`src/rtl/vga_pkg.sv`:
```
// Shared types, timing constants and helpers for the sprite overlay engine.
package vga_pkg;

    localparam int H_ACTIVE    = 640;
    localparam int V_ACTIVE    = 480;
    localparam int H_COUNT_MAX = 799;
    localparam int V_COUNT_MAX = 524;

    // Field widths of the stored sprite record; the engine's width parameters default to these.
    localparam int POS_BITS = 10;
    localparam int VEL_W    = 4;
    localparam int RGB_W    = 12;

    typedef struct packed {
        logic [POS_BITS-1:0]     x;
        logic [POS_BITS-1:0]     y;
        logic signed [VEL_W-1:0] vx;
        logic signed [VEL_W-1:0] vy;
        logic [RGB_W-1:0]        rgb;
    } sprite_t;

    typedef enum logic {
        IDLE   = 1'b0,
        UPDATE = 1'b1
    } upd_state_t;

    // The most negative velocity has no positive twin, so it is pulled in by one.
    function automatic logic [VEL_W-1:0] clamp_vel(input logic [VEL_W-1:0] v);
        return (v == {1'b1, {(VEL_W-1){1'b0}}}) ? {1'b1, {(VEL_W-2){1'b0}}, 1'b1} : v;
    endfunction

endpackage

```
`src/rtl/vga_sprite_hit.sv`:
```
// Combinational test of whether the current pixel lies inside one square sprite.
module vga_sprite_hit #(
    parameter int H_BITS      = 10,
    parameter int V_BITS      = 10,
    parameter int SPRITE_SIZE = 8
) (
    input  logic [H_BITS-1:0] px,
    input  logic [V_BITS-1:0] py,
    input  logic [H_BITS-1:0] sx,
    input  logic [V_BITS-1:0] sy,
    output logic              hit
);

    logic [H_BITS:0] x_end;
    logic [V_BITS:0] y_end;

    assign x_end = {1'b0, sx} + (H_BITS+1)'(SPRITE_SIZE);
    assign y_end = {1'b0, sy} + (V_BITS+1)'(SPRITE_SIZE);

    assign hit = (px >= sx) && ({1'b0, px} < x_end) &&
                 (py >= sy) && ({1'b0, py} < y_end);

endmodule

```
`src/rtl/vga_sprite_engine.sv`:
```
// Multi-sprite overlay: bouncing sprites moved once per frame in blanking, composited
// over a background colour, with frame counting and overlap detection.
module vga_sprite_engine #(
    parameter int PIXEL_BITS  = 4,
    parameter int H_BITS      = 10,
    parameter int V_BITS      = 10,
    parameter int H_ACTIVE    = 640,
    parameter int V_ACTIVE    = 480,
    parameter int NUM_SPRITES = 4,
    parameter int SPRITE_SIZE = 8,
    parameter int VEL_BITS    = 4,
    localparam int IDX_W      = (NUM_SPRITES > 1) ? $clog2(NUM_SPRITES) : 1
) (
    input  logic                    clk,
    input  logic                    rst,
    input  logic [H_BITS-1:0]       vga_x,
    input  logic [V_BITS-1:0]       vga_y,
    input  logic                    vga_active,
    input  logic [3*PIXEL_BITS-1:0] bg_rgb,
    input  logic                    pause,
    input  logic                    cfg_we,
    input  logic [IDX_W-1:0]        cfg_idx,
    input  logic [VEL_BITS-1:0]     cfg_vx,
    input  logic [VEL_BITS-1:0]     cfg_vy,
    input  logic [3*PIXEL_BITS-1:0] cfg_rgb,
    output logic [PIXEL_BITS-1:0]   vga_r,
    output logic [PIXEL_BITS-1:0]   vga_g,
    output logic [PIXEL_BITS-1:0]   vga_b,
    output logic [15:0]             frame_count,
    output logic                    busy,
    output logic                    collision
);
    import vga_pkg::*;

    localparam logic signed [H_BITS+1:0] X_MAX = (H_BITS+2)'(H_ACTIVE - SPRITE_SIZE);
    localparam logic signed [V_BITS+1:0] Y_MAX = (V_BITS+2)'(V_ACTIVE - SPRITE_SIZE);

    sprite_t                   spr_q [NUM_SPRITES];
    sprite_t                   cur;
    sprite_t                   nxt;
    upd_state_t                state_q;
    upd_state_t                state_d;
    logic [IDX_W-1:0]          idx_q;
    logic                      blank_q;
    logic                      in_blank;
    logic                      tick;
    logic                      acc_q;
    logic                      multi_hit;
    logic                      any_hit;
    logic [NUM_SPRITES-1:0]    hit;
    logic [3*PIXEL_BITS-1:0]   pix;
    logic signed [H_BITS+1:0]  nx;
    logic signed [V_BITS+1:0]  ny;

    assign in_blank = (vga_y >= V_BITS'(V_ACTIVE));
    assign tick     = in_blank && !blank_q;

    always_ff @(posedge clk) begin
        if (rst) state_q <= IDLE;
        else     state_q <= state_d;
    end

    always_comb begin
        state_d = state_q;
        case (state_q)
            IDLE:    if (tick && !pause) state_d = UPDATE;
            UPDATE:  if (idx_q == IDX_W'(NUM_SPRITES-1)) state_d = IDLE;
            default: state_d = IDLE;
        endcase
    end

    always_comb begin
        busy = (state_q == UPDATE);
    end

    // Bounce arithmetic for the sprite selected by idx_q.
    always_comb begin
        cur = spr_q[idx_q];
        nxt = cur;
        nx  = {2'b00, cur.x} + {{(H_BITS+2-VEL_BITS){cur.vx[VEL_BITS-1]}}, cur.vx};
        ny  = {2'b00, cur.y} + {{(V_BITS+2-VEL_BITS){cur.vy[VEL_BITS-1]}}, cur.vy};
        if (nx[H_BITS+1]) begin
            nxt.x  = '0;
            nxt.vx = -cur.vx;
        end else if (nx > X_MAX) begin
            nxt.x  = X_MAX[H_BITS-1:0];
            nxt.vx = -cur.vx;
        end else begin
            nxt.x  = nx[H_BITS-1:0];
        end
        if (ny[V_BITS+1]) begin
            nxt.y  = '0;
            nxt.vy = -cur.vy;
        end else if (ny > Y_MAX) begin
            nxt.y  = Y_MAX[V_BITS-1:0];
            nxt.vy = -cur.vy;
        end else begin
            nxt.y  = ny[V_BITS-1:0];
        end
    end

    // Config is written after the FSM so its velocity wins a same-sprite conflict.
    always_ff @(posedge clk) begin
        if (rst) begin
            idx_q       <= '0;
            blank_q     <= 1'b1;
            frame_count <= '0;
            collision   <= 1'b0;
            acc_q       <= 1'b0;
            for (int i = 0; i < NUM_SPRITES; i++) begin
                spr_q[i].x   <= POS_BITS'(i * 2 * SPRITE_SIZE);
                spr_q[i].y   <= '0;
                spr_q[i].vx  <= VEL_W'(1);
                spr_q[i].vy  <= VEL_W'(1);
                spr_q[i].rgb <= '1;
            end
        end else begin
            blank_q <= in_blank;
            if (tick) begin
                frame_count <= frame_count + 16'd1;
                collision   <= acc_q;
                acc_q       <= 1'b0;
            end else if (multi_hit) begin
                acc_q <= 1'b1;
            end
            if (state_q == UPDATE) begin
                spr_q[idx_q] <= nxt;
                idx_q        <= (state_d == IDLE) ? '0 : idx_q + IDX_W'(1);
            end
            if (cfg_we && (int'(cfg_idx) < NUM_SPRITES)) begin
                spr_q[cfg_idx].vx  <= clamp_vel(cfg_vx);
                spr_q[cfg_idx].vy  <= clamp_vel(cfg_vy);
                spr_q[cfg_idx].rgb <= cfg_rgb;
            end
        end
    end

    for (genvar g = 0; g < NUM_SPRITES; g++) begin : g_hit
        vga_sprite_hit #(
            .H_BITS      (H_BITS),
            .V_BITS      (V_BITS),
            .SPRITE_SIZE (SPRITE_SIZE)
        ) u_hit (
            .px  (vga_x),
            .py  (vga_y),
            .sx  (spr_q[g].x),
            .sy  (spr_q[g].y),
            .hit (hit[g])
        );
    end

    always_comb begin
        pix       = bg_rgb;
        any_hit   = 1'b0;
        multi_hit = 1'b0;
        for (int i = 0; i < NUM_SPRITES; i++) begin
            if (hit[i]) begin
                if (!any_hit) pix = spr_q[i].rgb;
                else          multi_hit = 1'b1;
                any_hit = 1'b1;
            end
        end
        if (!vga_active) begin
            pix       = '0;
            multi_hit = 1'b0;
        end
    end

    assign vga_r = pix[3*PIXEL_BITS-1:2*PIXEL_BITS];
    assign vga_g = pix[2*PIXEL_BITS-1:PIXEL_BITS];
    assign vga_b = pix[PIXEL_BITS-1:0];

endmodule

```
`config.mk`:
```
export PLATFORM = sky130hd
export DESIGN_NAME = vga_sprite_engine
export DESIGN_NICKNAME = d
export VERILOG_FILES = /design/src/rtl/vga_pkg.sv /design/src/rtl/vga_sprite_hit.sv /design/src/rtl/vga_sprite_engine.sv
export SDC_FILE = /design/constraint.sdc
export NUM_CORES = 1
export LEC_CHECK = 0
export BUFFER_PORTS_ARGS = -buffer_cell sky130_fd_sc_hd__buf_2
export CAP_MARGIN = 15
export CORE_MARGIN = 4
export CORE_UTILIZATION = 55
export DETAILED_ROUTE_END_ITERATION = 7
export PLACE_DENSITY = 0.72
export SYNTH_ARGS = -nofsm -noshare
export SYNTH_HDL_FRONTEND = slang
export SYNTH_SLANG_ARGS = --single-unit
```
`constraint.sdc`:
```
create_clock -name clk -period 4.8 [get_ports clk]
set_input_delay 0.48 -clock clk [delete_from_list [all_inputs] [get_ports clk]]
set_output_delay 0.48 -clock clk [all_outputs]
set_load 0.1 [all_outputs]
```
==> run summary <==
Status = finished, final reports clean
PostCTS Resize Cnt = 0
Multiplexer share of the synthesized area = 6.743%
Final setup viols = 0
Final Cell Area = 15490 um2
Vias in the first global route = 10.74k
Post-synth top area share = 34.52%
Seq cells post-synth = 184
CTS Buf Count = 17
Slowest stage cell, crit path = edfxtp_1
CTS tree = yes
RSZ-0062 raised after global routing = no
Tot Pwr = 4.271 mW
Fraction of layout cells with a size suffix above 1 = 14.86%
Largest net degree at the start of global routing = 34
Worst slew pin tran = 1.130 ns
VDD IR max = 231.1 uV
Total track usage = 26.09%
DRT Pass-1 Iters = 6
Met2 routed WL = 17380 um
Largest family of logic cells by synthesized area = compound AO/OA/AOI/OAI gates
Slowest cell delay on critical path = 0.47 ns
Post-synthesis adder-cell area fraction = 15.91%
Synth warn = 0
P&R area growth vs syn = 11.32%
# port buffers = 88
Fin util = 62.96%
Row cnt = 57
Worst-path cell chain = ha_1, and3_1, xnor2_1, ha_1, o21a_1, o21ai_0, a31oi_1, o31ai_1, and4_1, nor3_2, buf_4, nand2_2, o221a_2, buf_12
Initial antenna violation count = 0
Most frequent cells in the layout = ha_1 (173), edfxtp_1 (160), inv_1 (102)
Hold crit path type = in -> reg
Commonest non-fill, non-tap cell in the layout = ha_1
First-pass GRT wire length = 57910 um
Worst-path clk slew = 0.07 ns
WL/cell = 20.89 um
Kind of critical path = reg -> out
Area taken by multi-input logic gates = 8044 um2
Metal3 WL = 3016 um
Critical path launch point type = flip-flop
Clock sinks = 184
IO Count = 89
Post-synth EDFFs = 160
Critical R2R Capture = spr_q[3][13]
Post-synthesis compound-gate area fraction = 17.59%
Root buf cell = clkbuf_16
Layout fillers = 2025
Worst relative slew slack = 24.68%
Worst Path Required = 4.32 ns
Sequential area share after synthesis = 37.98%
Syn_area_per_cell = 10.37 um2
PwrDens = 275.7 nW/um2
Dpl cells = 1732
Crit path capture = vga_b[3]
Slew Limit Fails = 0
Via Count = 11.00k
Final worst slack = 0.3101 ns
Post-DP HPWL = 27310 um
Reg-to-reg slack, setup = 0.46 ns
Die area = 27910 um2
Crit end category = output pin
Fin nets = 1662
CP arrival = 4.01 ns
Clk buf depth = 2
R2R cell count = 12
CTS Hold Buffers Added = 0
Largest area contributor in the netlist = edfxtp_1
XOR/XNOR Fraction of Synth Area = 4.594%
Mapped Area = 13920 um2
Die height = 167.1 um
Tcrit/Tclk final = 93.54%
Most used cell, CP = ha_1
Initial Util = 56.56%
Register area = 5288 um2
Setup TNS = 0 ns
Final hold violation count = 0
Met1 wire length = 15690 um
Ys flop type = edfxtp_1
CTS H-tree lvls = 4
Max Used Layer = met4
Congestion Overflow GR = 0
Clock Skew = 0.01101 ns
Lkg Pwr = 5.933 nW
Asr flop ratio synth = 0%
Core region area = 24600 um2
DIE WIDTH = 167.1 um
Fin cells = 1764
Vias per cell = 6.236
GP Congestion = 0.9237
Post-layout minimum cycle time = 4.490 ns
Hold WS = 0.3813 ns
DP Area = 14920 um2
Area contributors post-synth = edfxtp_1 (35%), ha_1 (16%), mux4_2 (6.1%), dfxtp_1 (3.5%), xnor2_1 (3.3%)
Worst-Skew Late Latency = 0.44 ns
Distinct cells, synth = 75
Max-cap violations = 0
Total wire length = 36840 um
DR DRC count = 0
Iteration-0 DRC Markers = 1106
Placement Setup Slack = 0.5761 ns
F_max = 0.2227 GHz
N_diodes = 0
Synth Instances = 1342
Synth Area in Simple Gates = 12.83%
Critical Path Source = spr_q[0][23]
Maximum fanout along the worst path = 14
Final ANT Viol Nets = 0
Postcts setup bufs = 0
-- how the worst min path moves through the flow --
stage	startpoint	end	slack, ns	depth (start not counted)
after global placement	collision	collision	0.47	2
after global routing	cfg_rgb[3]	spr_q[3][3]	0.39	2
after CTS	cfg_vy[3]	spr_q[1][15]	0.37	3
final	pause	busy	0.38	4
after floorplan	acc_q	acc_q	0.42	2
after detailed placement	collision	collision	0.48	2
-- flip-flops by register name, summed over array words and instances, names as in the netlist, named ones only --
name         count
acc_q            1
idx_q            2
busy             1
collision        1
frame_count     16
spr_q          160
blank_q          1
-- cells by family (layout without fill, tap and decap cells) --
logic type               count (synthesis)  count (layout)
AND/OR/NAND/NOR                        361             361
AO/OA/AOI/OAI                          350             350
flip-flops                             184             184
adder cells (fa/ha/maj)                176             176
buffers and inverters                  151             246
XOR/XNOR                                73              73
multiplexers                            46              46
other                                    1               4
-- per-layer routing --
layer / up-vias / track usage [%]
met3: 54 / 5.499
met4: 0 / 6.937
met2: 448 / 43.08
met5: - / 0
li1: 5232 / -
met1: 5266 / 35.22
-- critical path, delay by kind of cell, from the launching register on --
| family | cells | cell delay (ns) |
|---|---|---|
| compound gates | 5 | 0.88 |
| flops | 1 | 0.47 |
| xor+xnor | 1 | 0.14 |
| buf+inv | 2 | 0.47 |
| simple gates | 4 | 1.04 |
| fa+ha+maj | 2 | 0.57 |
-- cell type report --
type / instances / area share, %
clock buffers: 18 / 2.770
clock inverters: 13 / 0.7592
inverters: 106 / 2.568
multi-input cells: 1010 / 51.92
flip-flops and latches: 184 / 34.13
well taps: 324 / 2.617
repair buffers: 109 / 5.233
-- Yosys cell counts, drive strengths merged (11+ instances only) --
cell type  number
o22a           48
nor2b          26
nor2           85
a21oi          49
buf            11
o21ai          94
o21a           29
mux4           38
a22oi          23
nand3          39
ha            173
nor3           47
inv           106
xnor2          53
o221a          12
xor2           20
nand2b         21
o31ai          11
clkbuf         34
a21o           12
dfxtp          24
nand2          89
edfxtp        160
-- report_power, final --
group | leakage (nW) | internal [mW] | switching, mW
Combinational | 3.96 | 0.417 | 0.691
Clock | 0.264 | 0.716 | 0.606
Sequential | 1.71 | 1.80 | 0.0463
Total | 5.93 | 2.93 | 1.34
Note: power is estimated with default switching activity, not from simulation.
